File: src/rtl/snd_dma_seq.sv
// snd_dma_seq: N-channel sound-DMA frame sequencer, round-robin slot grant.
// Optional SND_FRAME_CNT_EN: per-channel completed-frame counter, diag read.
module snd_dma_seq #(
   parameter int CHANNELS = 2,
   parameter int AW       = 21,
   localparam int CHW     = (CHANNELS > 1) ? $clog2(CHANNELS) : 1
) (
   input  logic                clk32,
   input  logic                res,
   input  logic                reg_wr,
   input  logic [CHW-1:0]      reg_ch,
   input  logic [1:0]          reg_sel,
   input  logic [AW-1:0]       reg_din,
   output logic [AW-1:0]       reg_dout,
   input  logic [CHANNELS-1:0] sreq,
   input  logic                slot_en,
   output logic                dma_valid,
   output logic [AW-1:0]       dma_addr,
   output logic [CHW-1:0]      dma_ch,
   output logic [CHANNELS-1:0] sint,
   output logic [CHANNELS-1:0] sndon
);

   typedef logic [CHANNELS-1:0][AW-1:0] addr_arr_t;

   logic [CHANNELS-1:0] active_q, active_d, rpt_q, rpt_d;
   logic [CHANNELS-1:0] pend_q, pend_d, sint_q, sint_d;
   addr_arr_t           sstart_q, sstart_d, send_q, send_d;
   addr_arr_t           lend_q, lend_d, cnt_q, cnt_d;
   logic [CHW-1:0]      rr_q, rr_d, dch_q, dch_d;
   logic                dv_q, dv_d;
   logic [AW-1:0]       daddr_q, daddr_d;
   logic [CHANNELS-1:0] kill, elig, gnt;
   logic                found;
   logic [CHW-1:0]      gidx;
`ifdef SND_FRAME_CNT_EN
   logic [CHANNELS-1:0][7:0] fcnt_q, fcnt_d;
   logic                     diag_q, diag_d;
`endif

   function automatic logic [CHW-1:0] rr_idx(input logic [CHW-1:0] base,
                                             input int off);
      int s;
      s = int'(base) + off;
      if (s >= CHANNELS) s = s - CHANNELS;
      return CHW'(s);
   endfunction

   // register writes, frame start/end, arbitration and next-state
   always_comb begin
      active_d = active_q;
      rpt_d    = rpt_q;
      sstart_d = sstart_q;
      send_d   = send_q;
      lend_d   = lend_q;
      cnt_d    = cnt_q;
      rr_d     = rr_q;
      sint_d   = '0;
      dv_d     = 1'b0;
      daddr_d  = '0;
      dch_d    = '0;
      kill     = '0;
      found    = 1'b0;
      gidx     = '0;
      gnt      = '0;
`ifdef SND_FRAME_CNT_EN
      fcnt_d   = fcnt_q;
      diag_d   = diag_q;
`endif
      for (int c = 0; c < CHANNELS; c++) begin
         if (reg_wr && reg_ch == CHW'(c)) begin
            unique case (reg_sel)
               2'd0: begin
                  rpt_d[c] = reg_din[1];
`ifdef SND_FRAME_CNT_EN
                  diag_d = reg_din[AW-1];
`endif
                  if (!reg_din[0]) begin
                     active_d[c] = 1'b0;
                     kill[c]     = 1'b1;
                  end else if (!active_q[c]) begin
                     cnt_d[c]  = sstart_q[c];
                     lend_d[c] = send_q[c];
`ifdef SND_FRAME_CNT_EN
                     fcnt_d[c] = '0;
`endif
                     if (sstart_q[c] == send_q[c]) sint_d[c] = 1'b1;
                     else active_d[c] = 1'b1;
                  end
               end
               2'd1: sstart_d[c] = reg_din;
               2'd2: send_d[c]   = reg_din;
               default: ;
            endcase
         end
      end
      elig = pend_q & ~kill;
      if (slot_en) begin
         for (int i = 0; i < CHANNELS; i++) begin
            if (!found && elig[rr_idx(rr_q, i)]) begin
               found = 1'b1;
               gidx  = rr_idx(rr_q, i);
            end
         end
      end
      if (found) begin
         gnt        = CHANNELS'(1) << gidx;
         dv_d       = 1'b1;
         daddr_d    = cnt_q[gidx];
         dch_d      = gidx;
         rr_d       = rr_idx(gidx, 1);
         cnt_d[gidx] = cnt_q[gidx] + AW'(1);
         if (cnt_q[gidx] + AW'(1) == lend_q[gidx]) begin
            sint_d[gidx] = 1'b1;
            if (rpt_q[gidx] && (sstart_q[gidx] != send_q[gidx])) begin
               cnt_d[gidx]  = sstart_q[gidx];
               lend_d[gidx] = send_q[gidx];
            end else begin
               active_d[gidx] = 1'b0;
            end
         end
      end
      pend_d = ((pend_q & ~gnt) | (sreq & active_q)) & active_d;
`ifdef SND_FRAME_CNT_EN
      for (int c = 0; c < CHANNELS; c++) begin
         if (sint_d[c]) fcnt_d[c] = fcnt_d[c] + 8'd1;
      end
`endif
   end

   // state registers with synchronous reset
   always_ff @(posedge clk32) begin
      if (res) begin
         active_q <= '0;
         rpt_q    <= '0;
         pend_q   <= '0;
         sint_q   <= '0;
         sstart_q <= '0;
         send_q   <= '0;
         lend_q   <= '0;
         cnt_q    <= '0;
         rr_q     <= '0;
         dch_q    <= '0;
         dv_q     <= 1'b0;
         daddr_q  <= '0;
`ifdef SND_FRAME_CNT_EN
         fcnt_q   <= '0;
         diag_q   <= 1'b0;
`endif
      end else begin
         active_q <= active_d;
         rpt_q    <= rpt_d;
         pend_q   <= pend_d;
         sint_q   <= sint_d;
         sstart_q <= sstart_d;
         send_q   <= send_d;
         lend_q   <= lend_d;
         cnt_q    <= cnt_d;
         rr_q     <= rr_d;
         dch_q    <= dch_d;
         dv_q     <= dv_d;
         daddr_q  <= daddr_d;
`ifdef SND_FRAME_CNT_EN
         fcnt_q   <= fcnt_d;
         diag_q   <= diag_d;
`endif
      end
   end

   // combinational register read-back
   always_comb begin
      reg_dout = '0;
      for (int c = 0; c < CHANNELS; c++) begin
         if (reg_ch == CHW'(c)) begin
            unique case (reg_sel)
               2'd0: reg_dout = AW'({rpt_q[c], active_q[c]});
               2'd1: reg_dout = sstart_q[c];
               2'd2: reg_dout = send_q[c];
               default: begin
`ifdef SND_FRAME_CNT_EN
                  reg_dout = diag_q ? AW'(fcnt_q[c]) : cnt_q[c];
`else
                  reg_dout = cnt_q[c];
`endif
               end
            endcase
         end
      end
   end

   assign dma_valid = dv_q;
   assign dma_addr  = daddr_q;
   assign dma_ch    = dch_q;
   assign sint      = sint_q;
   assign sndon     = active_q;

endmodule

File: config.mk
export PLATFORM = sky130hd
export DESIGN_NAME = snd_dma_seq
export DESIGN_NICKNAME = d
export VERILOG_FILES = /design/src/rtl/snd_dma_seq.sv
export SDC_FILE = /design/constraint.sdc
export NUM_CORES = 1
export LEC_CHECK = 0
export ABC_AREA = 0
export BUFFER_PORTS_ARGS = -buffer_cell sky130_fd_sc_hd__buf_2
export CAP_MARGIN = 20
export CORE_MARGIN = 2
export CORE_UTILIZATION = 30
export DETAILED_ROUTE_END_ITERATION = 6
export PLACE_DENSITY = 0.5
export SYNTH_ARGS = -nofsm -noshare
export SYNTH_HDL_FRONTEND = slang
export SYNTH_SLANG_ARGS = --single-unit
File: constraint.sdc
create_clock -name clk32 -period 5.8 [get_ports clk32]
set_input_delay 0 -clock clk32 [delete_from_list [all_inputs] [get_ports clk32]]
set_output_delay 0 -clock clk32 [all_outputs]
set_load 0.01 [all_outputs]
# After elaboration in Yosys (flattened, before gate mapping)
# Cells that the tools add are included.
# word_totals
out_inout_bits	48
mem_bits_ro	0
ram_bits	0
wordCells	152
input_bits	30
n_memories	0
latch_bits	0
ff_bits	200
# classes
eq_ne	6
multipliers	0
add_sub_neg	6
n_reduce_logical	14
bitwise	12
shift	1
n_lt_le_gt_ge	7
n_div	0
muxes	89
# ops
operator	count
2-to-1 mux 21 bit	26
2-to-1 mux 42 bit	6
bitwise mux 42 bit	3
one-hot mux 21 bit (3 select lines)	2
equality test 21 bit	3
2-to-1 mux 1 bit	44
adder 21 x 1 -> 21 bit (second input constant)	1
demux 21 bit (select 1 bit)	1
inequality test 21 bit	1
2-to-1 mux 2 bit	6
AND reduction 2 bit	6
AND 2 bit	5
less-than comparator 1 x 2 -> 1 bit (second input constant)	3
NOT 2 bit	3
logical AND 1 bit	5
adder 1 x 1 -> 2 bit (second input constant)	2
>= comparator 2 bit (second input constant)	2
OR 2 bit	2
subtractor 1 bit (second input constant)	3
equality test 2 x 1 -> 1 bit (second input constant)	1
equality test 2 bit (second input constant)	1
>= comparator 1 x 2 -> 1 bit (second input constant)	1
zero test 2 bit	1
NOT 1 bit	2
other kinds (5)	5

# Longest topological paths before layout
# depth
word_depth	23
mapped_depth	22
ltp_nobuf	15

# Least setup slack after synthesis
# OpenSTA, ideal clock, no wires.
# synth_timing
path_type	input -> register
startpoint	input reg_sel[1]
endpoint	register cnt_q[36] in the netlist's numbering
setup_slack_ps	990
path_buffers	7
required_time_ps	5726
setup_ps	74
arrival_time_ps	4735
path_stages	22
cell_sequence	buf_2 nand4bb_4 o211ai_2 or2_1 buf_4 clkbuf_1 clkbuf_1 clkbuf_1 clkbuf_1 nand2_1 nand2_1 ha_1 nand3_1 nor3_2 and4b_1 a211oi_1 or3_1 a211oi_4 nand3_2 buf_6 a311o_1 a31oi_1
# synth_between
elab_chain_len	22
elab_cells_between_ends	45
classes_between	1 x add/sub; 2 x order compare; 2 x eq/ne; 33 x mux; 2 x bitwise; 5 x reduce/logical
# synth_rtl
element	line	rtl
start: declaration	12	input logic [1:0] reg_sel,
zero test 2 bit *	72	unique case (reg_sel)
parallel branches: the longest is 20 deep, another holds NOT 2 bit	--	
2-to-1 mux 42 bit *	106	if (found) begin
end signal: assignment	158	cnt_q <= cnt_d;
end: declaration	29	addr_arr_t lend_q, lend_d, cnt_q, cnt_d;
# Every way passes the cells marked *. The select of a mux whose other input is x is not followed.
# A chain may end at the register's enable or synchronous reset.

# Final worst setup path
# layout_timing
startpoint	input reg_sel[1]
endpoint	register cnt_q[1] in the netlist's numbering
# Same word-level chain as after synthesis.

==> summary.txt <==
Synth
  • Most frequent cell after synthesis: nand2_1
  • Register area share after synthesis: 0.342
  • Post-synth top cells: nand2_1 (317), dfxtp_1 (200), a21oi_1 (173), clkbuf_1 (93), mux2i_1 (86)
  • Most used flip-flop cell after synthesis: dfxtp_1
  • Simple-gate portion of the synthesized area: 0.220
  • Library cells used by synthesis: 74
  • Yosys Warn Count: 0
  • Yosys reg bits: 200
  • Number of synthesized flops with an enable pin: 0
  • Adder-cell share of the synthesized area: 0.00107
  • Mapped Nets: 1498
  • Syn Area/Cell: roughly 8.0 sq um
  • Xor/xnor share of the synthesized area: 0.0986
  • Yosys top cell by area: dfxtp_1
  • Post-synthesis compound-gate area fraction: 0.178
  • Largest family of logic cells by synthesized area: simple AND/OR/NAND/NOR gates
  • Largest cells by area after synthesis: dfxtp_1 (34%), nand2_1 (10%), a21oi_1 (7.4%), mux2i_1 (7.3%), xnor2_1 (5.5%)
  • Netlist Area Pre-Place: 0.0117 sq mm
  • Syn Inst Count: 1467
  • Synth async-reset ratio: 0
  • Top cell type's share of synthesized area: 0.342
  • Post-synthesis mux area share: 0.111

Clocking
  • TritonCTS clock tree: built
  • H-tree depth: 4
  • CTS buffer count: 17
  • Post-cts resize count: 0
  • CTS Sinks: 200
  • Max clock buf depth: 2
  • Post-CTS Repair Setup Buffers: 0
  • # hold bufs at CTS: 27
  • Clock-pin slew on the worst setup and hold paths: 0.09 ns
  • Clock Latency Late Sink: around 0.47 ns
  • Root Driver: clkbuf_16

Status
  • Outcome: completed

Worst setup path
  • Worst Path Arrival: 5.49 ns
  • Crit Path Max Fanout: 26
  • Worst R2R Path Depth: 16
  • Critical path launch point type: input port
  • CP Capture Type: register
  • FF-to-FF setup slack: 0.79 ns
  • Worst Path Class, Setup: in -> reg
  • Launching point of the worst reg2reg path: rr_q
  • Reg-to-Reg End: cnt_q[1]
  • Worst EP required: 6.18 ns

Drt
  • DRT iter0 DRCs: 1263
  • Drt via density: 5.58
  • DRC: 0
  • WL met2: approximately 21000 microns
  • WL per Instance: 24.1 microns
  • Antenna Nets Post-Route: 0
  • First-pass DRT Iterations: 7
  • DRT Wirelength: 48700 microns
  • M1 WL: 23100 microns
  • Vias: 11300
  • Top layer reached by signal wires: met4
  • Routed met3 length: 3750 microns

Timing
  • Total negative slack: 0 ns
  • Tmin final: 5.11 ns
  • Final worst-path cycle share: 0.881
  • Final setup violation count: 0
  • Slew Limit Fails: 0
  • Max Freq: 0.196 GHz
  • Worst Tran Pin Value: 1.16 ns
  • Hold Vio Cnt, Final: 0
  • Unrepaired setup endpoints after global routing: no
  • Clock skew: about 0.017 ns
  • Max-slew headroom: 0.230

Run
  • Max_cap viols: 0

Layout
  • Finished Cell Area: 0.0133 sq mm
  • Layout cell share with drive strength beyond 1: 0.151
  • Area growth from synthesis to layout: 13.6%
  • Number of diodes: 0
  • Nets: ~1500

GRT
  • Total track usage: 0.237
  • Largest net degree at the start of global routing: 73
  • Grt total ovfl: 0
  • Vias in the first global route: 10400
  • First-pass GRT wire length: just over 70000 microns
  • Antenna violations before repair: 0

Power and ir drop
  • Power per cell area: 219 mW/mm^2
  • Leak Pwr: 5.19 nW
  • Worst IR Drop VDD: 0.000212 V

Worst hold path
  • Hold Path Origin: slot_en
  • Worst Hold Path Cells: 3
  • Hold Path Class: in -> reg
  • Hold Path Sink: cnt_q[0]

Floorplanning
  • Die Footprint: about 0.041 sq mm
  • Initial Utilization: 0.303
  • IO Count: 78
  • Core Region: roughly 0.039 sq mm
  • Die width: 202 microns
  • Die height: roughly 200 microns
  • FP Rows: 72

Placed design
  • GP Congestion: 0.950
  • Port bufs: 77
  • Hpwl dp: between 30000 and 40000 microns
  • Post-place instance area: 0.0125 sq mm
-- logic make-up (layout without fill, tap and decap cells) --
| group | after synthesis | in the layout |
|---|---|---|
| buffers and inverters | 144 | 179 |
| adders and majority gates | 1 | 1 |
| and+or+nand+nor | 550 | 550 |
| DFF | 200 | 200 |
| AOI/OAI and AO/OA | 323 | 323 |
| muxes | 125 | 125 |
| xor gates and xnor gates | 124 | 124 |
-- state kept, by name, summed over array words and instances (netlist names), 2 cells and up --
register	flops
rpt_q	2
cnt_q	42
sint	2
send_q	42
lend_q	42
dma_addr	21
sstart_q	42
sndon	2
pend_q	2
-- through the flow --
stage          utilization  power, mW  std cells  setup WS (ns)  hold slack [ns]
3_5_place_dp         0.322       1.69       1961          0.748            0.297
6_report             0.345       2.91       2020          0.689           0.0434
5_1_grt              0.345       3.00       2020          0.402           0.0583
4_1_cts              0.345       2.93       2020          0.736          0.00443
3_3_place_gp         0.322       1.69       1961          0.766            0.291
2_1_floorplan            -       1.58       1467          0.990            0.136
-- placed cells by master (no fill, tap or decap), types with 21 or more instances in the layout --
cell and count:
a22oi_1 21, dlygate4sd3_1 27, a31o_2 34, buf_4 23, nor2_1 57, a21oi_1 171, dfxtp_1 200, mux2i_1 86
nand2_1 317, mux2_2 38, buf_2 76, xnor2_1 74, xor2_1 45, nand3_1 24, nand2b_1 52, a221oi_1 21
-- power breakdown --
group | internal [mW] | switching [mW] | leakage (nW) | total [mW]
registers | 1.39 | 0.0338 | 1.61 | 1.42
clock network | 0.577 | 0.654 | 0.289 | 1.23
logic | 0.0913 | 0.168 | 3.28 | 0.259
-- per-layer routing --
layer	vias to the layer above	global-route usage
met5	-	0
met4	0	0.0706
met3	58	0.0332
met2	546	0.344
met1	5531	0.358
li1	5133	-
-- worst max-delay path, cell delays in order --
cell	delay [ns]
dlygate4sd3_1	0.53
buf_2	0.14
nor4b_4	0.42
a21oi_2	0.21
nor2_4	0.23
nand2_1	0.13
nand2_1	0.10
ha_1	0.28
nand3_1	0.36
nor3_4	0.54
xnor2_1	0.13
nor4b_1	0.60
o221ai_1	0.31
a211oi_4	0.40
nand3_2	0.26
buf_4	0.36
mux2i_1	0.19
a211oi_1	0.23
-- final cells by class --
class,count,area [sq um]
Clock buffer,17,425
Clock inverter,15,166
Fill cell,4073,25300
Inverter,20,75.1
Multi-Input combinational cell,1123,7170
Sequential cell,200,4000
Tap cell,518,648
Timing Repair Buffer,127,835
-- how the worst max path moves through the flow --
stage / startpoint / end / slack [ns] / depth (start not counted)
global route: reg_wr / cnt_q[1] / 0.40 / 18
finish: reg_sel[1] / cnt_q[1] / 0.69 / 18
global placement: reg_ch / cnt_q[1] / 0.77 / 17
detailed placement: reg_ch / cnt_q[1] / 0.75 / 17
CTS: reg_sel[1] / cnt_q[1] / 0.74 / 18
floorplan: reg_sel[1] / cnt_q[36] / 0.99 / 22
No activity file was read; power rests on OpenSTA's default activity.
